File: config.mk
export PLATFORM = sky130hd
export DESIGN_NAME = led_breathe_seq_flat
export DESIGN_NICKNAME = d
export VERILOG_FILES = /design/src/rtl/led_breathe_seq_if.sv /design/src/rtl/led_breathe_seq.sv /design/src/flat_wrapper.sv
export SDC_FILE = /design/constraint.sdc
export NUM_CORES = 1
export LEC_CHECK = 0
export BUFFER_PORTS_ARGS = -buffer_cell sky130_fd_sc_hd__buf_2
export CORE_MARGIN = 2
export CORE_UTILIZATION = 60
export CTS_BUF_LIST = sky130_fd_sc_hd__clkbuf_4
export CTS_CLUSTER_DIAMETER = 120
export DETAILED_ROUTE_END_ITERATION = 12
export PLACE_DENSITY = 0.82
export SLEW_MARGIN = 20
export SYNTH_ARGS = -nofsm -noshare
export SYNTH_HDL_FRONTEND = slang
export SYNTH_SLANG_ARGS = --single-unit
export TNS_END_PERCENT = 50
File: constraint.sdc
create_clock -name hwclk -period 3.14 [get_ports hwclk]
set_clock_uncertainty 0.2 [all_clocks]
set_input_delay 0.314 -clock hwclk [delete_from_list [all_inputs] [get_ports hwclk]]
set_output_delay 0.314 -clock hwclk [all_outputs]
set_load 0.01 [all_outputs]
File: src/rtl/led_breathe_seq_if.sv
// Bus between the LED breathing sequencer and its controller: step strobe and
// pattern select in, registered LED drive and ramp status out.
interface led_breathe_seq_if #(
    parameter int PWM_BITS = 8,
    parameter int NUM_LEDS = 5
);
    logic                tick;
    logic [1:0]          mode;
    logic [NUM_LEDS-1:0] led;
    logic [PWM_BITS-1:0] duty;
    logic                dir_down;
    logic [2:0]          pos;

    modport master (
        output tick, mode,
        input  led, duty, dir_down, pos
    );

    modport slave (
        input  tick, mode,
        output led, duty, dir_down, pos
    );
endinterface

File: src/rtl/led_breathe_seq.sv
// PWM "breathing" LED stage driven by the heartbeat tick strobe: a triangular
// brightness ramp feeds a PWM compare, shown as off, breathe-all, chase or full-on.
module led_breathe_seq #(
    parameter int PWM_BITS   = 8,
    parameter int STEP_TICKS = 4,
    parameter int NUM_LEDS   = 5
) (
    input logic              hwclk,
    input logic              rst,
    led_breathe_seq_if.slave bus
);
    localparam int SW = $clog2(STEP_TICKS + 1);
    localparam logic [SW-1:0]       STEP_LAST = SW'(STEP_TICKS - 1);
    localparam logic [PWM_BITS-1:0] DUTY_MAX  = '1;
    localparam logic [2:0]          POS_LAST  = 3'(NUM_LEDS - 1);

    typedef enum logic {ST_UP, ST_DOWN} ramp_t;
    typedef enum logic [1:0] {MODE_OFF, MODE_BREATHE, MODE_CHASE, MODE_FULL} mode_t;

    logic [PWM_BITS-1:0] r_pwm_cnt;
    logic [SW-1:0]       r_step_cnt;
    logic [PWM_BITS-1:0] r_duty;
    logic [2:0]          r_pos;
    logic [NUM_LEDS-1:0] r_led;
    ramp_t               r_state;

    mode_t               w_mode;
    logic                w_active;
    logic                w_step;
    logic                w_pwm_on;
    ramp_t               w_state_next;
    logic [PWM_BITS-1:0] w_duty_next;
    logic [2:0]          w_pos_next;
    logic [NUM_LEDS-1:0] w_led_next;

    assign w_mode   = mode_t'(bus.mode);
    assign w_active = (w_mode != MODE_OFF);
    assign w_step   = w_active && bus.tick && (r_step_cnt == STEP_LAST);
    assign w_pwm_on = (r_pwm_cnt < r_duty);

    // Ramp turns around at the extremes without dwelling, so duty never wraps.
    always_comb begin
        w_state_next = r_state;
        w_duty_next  = r_duty;
        w_pos_next   = r_pos;
        if (w_step) begin
            case (r_state)
                ST_UP: begin
                    if (r_duty == DUTY_MAX) begin
                        w_duty_next  = DUTY_MAX - 1'b1;
                        w_state_next = ST_DOWN;
                    end else begin
                        w_duty_next = r_duty + 1'b1;
                    end
                end
                ST_DOWN: begin
                    if (r_duty == '0) begin
                        w_duty_next  = PWM_BITS'(1);
                        w_state_next = ST_UP;
                        w_pos_next   = (r_pos == POS_LAST) ? 3'd0 : r_pos + 3'd1;
                    end else begin
                        w_duty_next = r_duty - 1'b1;
                    end
                end
                default: w_state_next = ST_UP;
            endcase
        end
    end

    always_comb begin
        w_led_next = '0;
        case (w_mode)
            MODE_OFF:     w_led_next = '0;
            MODE_BREATHE: w_led_next = {NUM_LEDS{w_pwm_on}};
            MODE_CHASE: begin
                for (int i = 0; i < NUM_LEDS; i++) begin
                    w_led_next[i] = w_pwm_on && (r_pos == 3'(i));
                end
            end
            MODE_FULL:    w_led_next = '1;
            default:      w_led_next = '0;
        endcase
    end

    // PWM counter free-runs in every mode; step count and ramp freeze while OFF.
    always_ff @(posedge hwclk) begin
        if (rst) begin
            r_pwm_cnt  <= '0;
            r_step_cnt <= '0;
            r_duty     <= '0;
            r_pos      <= '0;
            r_led      <= '0;
            r_state    <= ST_UP;
        end else begin
            r_pwm_cnt <= r_pwm_cnt + 1'b1;
            r_led     <= w_led_next;
            if (w_active) begin
                if (bus.tick) begin
                    r_step_cnt <= w_step ? '0 : r_step_cnt + 1'b1;
                end
                r_state <= w_state_next;
                r_duty  <= w_duty_next;
                r_pos   <= w_pos_next;
            end
        end
    end

    assign bus.led      = r_led;
    assign bus.duty     = r_duty;
    assign bus.dir_down = (r_state == ST_DOWN);
    assign bus.pos      = r_pos;
endmodule
File: src/flat_wrapper.sv
// flat-port wrapper written by rule: the top's interface ports become plain ports
module led_breathe_seq_flat 
#(
    parameter int PWM_BITS   = 8,
    parameter int STEP_TICKS = 4,
    parameter int NUM_LEDS   = 5
)
  (hwclk, rst, bus_tick, bus_mode, bus_led, bus_duty, bus_dir_down, bus_pos);
  led_breathe_seq_if #(.PWM_BITS(PWM_BITS), .NUM_LEDS(NUM_LEDS)) bus_i ();
  input logic hwclk;
  input logic rst;
  input wire logic [$bits(bus_i.tick)-1:0] bus_tick;
  input wire logic [$bits(bus_i.mode)-1:0] bus_mode;
  output wire logic [$bits(bus_i.led)-1:0] bus_led;
  output wire logic [$bits(bus_i.duty)-1:0] bus_duty;
  output wire logic [$bits(bus_i.dir_down)-1:0] bus_dir_down;
  output wire logic [$bits(bus_i.pos)-1:0] bus_pos;
  assign bus_i.tick = bus_tick;
  assign bus_i.mode = bus_mode;
  assign bus_led = bus_i.led;
  assign bus_duty = bus_i.duty;
  assign bus_dir_down = bus_i.dir_down;
  assign bus_pos = bus_i.pos;
  led_breathe_seq #(.PWM_BITS(PWM_BITS), .STEP_TICKS(STEP_TICKS), .NUM_LEDS(NUM_LEDS)) u_core (.hwclk(hwclk), .rst(rst), .bus(bus_i));
endmodule
# Yosys cells after proc, flatten, opt, wreduce, memory -nomap -nowiden
# Cells that the tools add are included.
# totals
reg_bits	28
in_bits	5
output_inout_bits	17
word_cells	45
# op_classes
add_sub_neg	5
n_lt_le_gt_ge	1
eq_ne	9
muxes	9
bitwise_logic	1
reduce_logical	14
# ops
op	count
$pmux W5 S4	1
$add A8 B1 Y8 const B	2
$mux W8	2
$pmux W8 S2	1
$eq A3 B2 Y1 const B	3
$eq A8 B8 Y1 const B	1
$logic_not A8 Y1	1
$lt A8 B8 Y1	1
$sub A8 B1 Y8 const B	1
$logic_and A1 B1 Y1	7
$add A3 B1 Y3 const B	2
$mux W3	2
$eq A2 B2 Y1 const B	2
$reduce_and A2 Y1	2
$reduce_and A4 Y1	1
$eq A3 B1 Y1 const B	1
$eq A3 B3 Y1 const B	1
$logic_not A3 Y1	1
$eq A2 B1 Y1 const B	1
$logic_not A2 Y1	1
$mux W1	2
$pmux W1 S2	1
$reduce_bool A2 Y1	1
$not A1 Y1	1

# Depth between registers and ports, before layout
# logic_depth
depth_word	4
ltp_mapped	8
mapped_depth_nobuf	6

# Worst setup path after synthesis
# No wires, ideal clock.
# synth_timing
path_kind	register to register
from	reg u_core.r_duty[1] (netlist: u_core.bus.duty[1])
to	reg u_core.r_led[0] (netlist: u_core.bus.led[0])
setup_ns	0.070
arrival_ns	2.036
t_required_ns	2.870
slack_ns	0.833
path_stages_with_launch	8
n_path_buf	1
period_less_slack_ns	2.307
cell_sequence	dfxtp_1 -> clkbuf_1 -> inv_1 -> ha_1 -> or4_1 -> a21oi_1 -> o221ai_1 -> a21oi_1
# synth_via
elab_chain_len	3
# synth_lines
item	line_no	rtl
start: declaration	led_breathe_seq.sv:22	logic [PWM_BITS-1:0] r_duty;
start signal: assignment	led_breathe_seq.sv:102	r_duty <= w_duty_next;
$lt A8 B8 Y1 (*)	led_breathe_seq.sv:39	assign w_pwm_on = (r_pwm_cnt < r_duty);
$logic_and A1 B1 Y1	led_breathe_seq.sv:77	w_led_next[i] = w_pwm_on && (r_pos == 3'(i));
$pmux W5 S4 (*)	led_breathe_seq.sv:72	case (w_mode)
end signal: assignment	led_breathe_seq.sv:96	r_led <= w_led_next;
end: declaration	led_breathe_seq.sv:24	logic [NUM_LEDS-1:0] r_led;
# Every way passes the cells marked *; elsewhere a longest branch is shown, timed or not.
# A chain may end at the register's enable or synchronous reset.

# Final worst setup path
# Ends and elaborated chain as after synthesis.

==> run summary <==
The run finished, with violations left. The checks that failed: DRC. After global routing, the most crowded layer is met2. The fraction of the yosys area taken by sequential cells came out at 0.3135. The final instance area is 0.001921 sq mm. The number of cells on the worst hold path came out at 3. The global route total overflow is 0. The met2 usage in global routing is 0.4350.

The effective utilization at floorplan is 0.6374. In this run the critical register-to-register path is launched from u_core.bus.duty[1]. The power density of the placed cells is 348.7 mW/mm^2. The number of synthesis warnings is 0.

The number of endpoints failing setup at the final stage is 0. The maximum fanout encountered on the critical timing path is 10. For this run, global-route usage on met3 was measured as 0.03956. The worst setup path is launched from a flop.

The count of hold buffers inserted by post-cts repair came out at 0. The adder and majority cell fraction of the synthesized area is 0.1190. The violation count after the first detailed-route iteration is 103.

The overall routed net length is 3.856 mm. In this run the worst setup path terminates at u_core.bus.led[0]. The standard cell area after detailed placement is 0.001868 sq mm. The count of TritonRoute iterations in the first routing pass came out at 8.

The summed instance area of the synthesized netlist came out at 0.001788 sq mm. The number of enable flip-flop cells after synthesis is 0. The max capacitance violation total came out at 0. Dividing the final minimum period by the clock period gives 0.7615. Of the cells placed in the final design, the portion with a size suffix greater than 1 is 0.1556. In this run the worst setup path begins at u_core.bus.duty[1].

In this run the critical register-to-register path is captured at u_core.bus.led[0]. Headroom to the max-slew limit came out at 0.5788. The instance count of the mapped netlist came out at 212.

The final hold violation count came out at 0. The time the final worst path needs with I/O delays and setup came out at 2391 ps. By area, the combinational part of the netlist is dominated by compound AO/OA/AOI/OAI gates. The clock latency at the later pin of the worst-skew pair came out at 330 ps. Yosys instantiated no cell more often than sky130_fd_sc_hd__dfxtp_1. The via count of the first global-routing pass is 1534. The first-pass GRT wire length came out at 6.499 mm. The achievable frequency is 418.2 MHz. The portion of synthesized area spent on multiplexers is 0.01120. Across the VDD grid, the largest voltage drop is 0.3059 mV. The required time of the critical path came out at 3210 ps. The final routed DRC violation total came out at 1.

0 antenna diodes ended up in the layout. The class of the worst hold path is input port to flop. The share of flip-flops with an asynchronous set or reset after synthesis is 0. Once layout is complete, the utilization of the core stands at 0.6847. The setup check on the worst reg-to-reg path leaves a slack of 750 ps.

TritonCTS built the clock tree. The post-CTS setup buffer count is 0. The clock buffer count from CTS is 3. The predominant post-synthesis flop cell is sky130_fd_sc_hd__dfxtp_1. Entering global routing, the biggest net connects 31 pins. The worst setup path is captured at a flop. The number of top-level pins is 22. The share of the synthesized area in compound gates (AO/OA/AOI/OAI) came out at 0.2400. The number of synthesized register bits is 28. Counting distinct cell types in the post-synthesis netlist gives 51. After legalization and detailed placement, the total HPWL measured 2.808 mm. In this run the clock root is driven by a sky130_fd_sc_hd__clkbuf_4. The routed length per instance came out at 15.06 um. The cell leakage power is 0.0007782 uW.

In the synthesized netlist, the cells that appear most often are sky130_fd_sc_hd__dfxtp_1, sky130_fd_sc_hd__a21oi_1, sky130_fd_sc_hd__nor2_1. The count of pins over their slew limit came out at 0. The maximum buffer depth of the clock tree is 2. The top cell type by total area after synthesis is sky130_fd_sc_hd__dfxtp_1. The number of antenna violations at the first check in global routing came to 0. The routed via count came out at 1626. The H-tree depth is 1.

Buffers placed on the I/O ports in this run total 21. The count of antenna-violating nets left after detailed routing came out at 0. After synthesis, the cell types taking the most area are sky130_fd_sc_hd__dfxtp_1, sky130_fd_sc_hd__ha_1, sky130_fd_sc_hd__a21oi_1. After detailed routing, the number of vias per cell comes to 6.352. The area of the die came out at 0.003433 sq mm. The actual slew at the worst max-slew pin is 625.2 ps.

From left edge to right edge, the die measures 58.59 um. The relative area change from synthesis to final layout is 7.418%. The area share of and/or/nand/nor cells after synthesis came out at 0.2197.

The clock-pin slew reported for the worst setup and hold paths after clock tree synthesis is 150 ps. The length in cells of the worst reg-to-reg path is 6. The type of the setup path with the least slack is flop to flop. The area inside the core boundary came out at 0.002805 sq mm. The height of the die is 58.59 um. The final setup TNS came out at 0 ps. The total routing usage reported by global routing came out at 0.2392. The synthesized net count came out at 234. The clock sink count came out at 28. The met1 usage came out at 0.2908. The worst path arrival time is 2460 ps. The share of the synthesized netlist area taken by xor and xnor gates came out at 0.02939.

The net total in the final layout is 248. The synthesized area divided by synthesized cell count came out at 8.434 sq um. Routability-driven placement finished with a final weighted congestion of 0.8700.

Setup repair after global routing left no endpoint under its margin. The share of synthesized area in the top cell type comes to 0.3135. The count of cells resized by post-cts repair is 0. The number of rows in the core area is 19.
==> metal layers <==
metal  routed length, um  part of all wire  vias to the layer above
met5                   0                 0                        -
met2                1917              0.50                       59
met4                  42             0.011                        0
met1                1621              0.42                      744
met3                 273             0.071                        6
li1                    -                 -                      817
==> cells by family after synthesis <==
logic type	Yosys count
compound gates	62
xor+xnor	6
fa+ha+maj	17
buf+inv	26
flops	28
mux	2
simple gates	71
==> layout make-up <==
type	count	area (sq um)
multi-input cells	158	1107
repair buffers	22	112.6
fillers	241	884.6
inverters	13	48.80
clock inverters	1	30.03
well taps	31	38.79
clock buffers	3	22.52
flip-flops and latches	28	560.5
==> worst min-delay path by stage <==
stage / to / start / slack [ps]
floorplan: u_core.r_pwm_cnt[0] / u_core.r_pwm_cnt[0] / 220
global placement: u_core.r_pwm_cnt[0] / u_core.r_pwm_cnt[0] / 250
detailed placement: u_core.r_pwm_cnt[0] / u_core.r_pwm_cnt[0] / 260
CTS: u_core.bus.led[3] / bus_mode[1] / 160
global route: u_core.bus.led[3] / bus_mode[0] / 160
finish: u_core.bus.led[3] / bus_mode[0] / 190
==> through the flow <==
| step | setup slack, ps | instances | power [uW] | hold slack [ps] |
|---|---|---|---|---|
| 2_1_floorplan | 833.1 | 212 | 420.5 | 220.6 |
| 6_report | 748.8 | 256 | 669.7 | 185.6 |
| 4_1_cts | 755.7 | 256 | 676.6 | 164.2 |
| 5_1_grt | 597.2 | 256 | 701.3 | 162.8 |
| 3_5_place_dp | 785.0 | 252 | 436.7 | 258.6 |
| 3_3_place_gp | 908.8 | 252 | 434.4 | 254.4 |
==> critical path: stages, from the launching register on <==
cell                       delay, ps
sky130_fd_sc_hd__dfxtp_1         570
sky130_fd_sc_hd__inv_1           160
sky130_fd_sc_hd__ha_1            210
sky130_fd_sc_hd__or4_1           500
sky130_fd_sc_hd__a21oi_1         310
sky130_fd_sc_hd__o221ai_1        200
sky130_fd_sc_hd__a21oi_1         170
==> power breakdown <==
group / total [uW] / switching [uW] / internal, uW / leakage (uW)
clock network: 240 / 111 / 129 / 0.0000279
registers: 373 / 6.83 / 366 / 0.000227
logic: 56.4 / 32.2 / 24.2 / 0.000523
==> cells in the final DEF, fill, tap and decap left out, types with 3 or more instances in the layout <==
cell type,n
sky130_fd_sc_hd__o32ai_1,3
sky130_fd_sc_hd__nand4_1,3
sky130_fd_sc_hd__a21oi_1,20
sky130_fd_sc_hd__ha_1,17
sky130_fd_sc_hd__o221ai_1,4
sky130_fd_sc_hd__dfxtp_1,28
sky130_fd_sc_hd__a31oi_1,7
sky130_fd_sc_hd__buf_2,21
sky130_fd_sc_hd__and3_1,6
sky130_fd_sc_hd__nand3_1,11
sky130_fd_sc_hd__nor3_1,4
sky130_fd_sc_hd__nor2_1,18
sky130_fd_sc_hd__o21ai_0,9
sky130_fd_sc_hd__inv_1,13
sky130_fd_sc_hd__xor2_1,4
sky130_fd_sc_hd__clkbuf_4,3
sky130_fd_sc_hd__nand2_1,8
sky130_fd_sc_hd__a211o_1,3
==> registers in the layout, summed over array words and instances (netlist names) <==
name                 count
u_core.bus.duty          8
u_core.r_pwm_cnt         8
u_core.bus.led           5
u_core.bus.pos           3
u_core.r_step_cnt        3
u_core.bus.dir_down      1
Power figures use the tool's default switching activity.
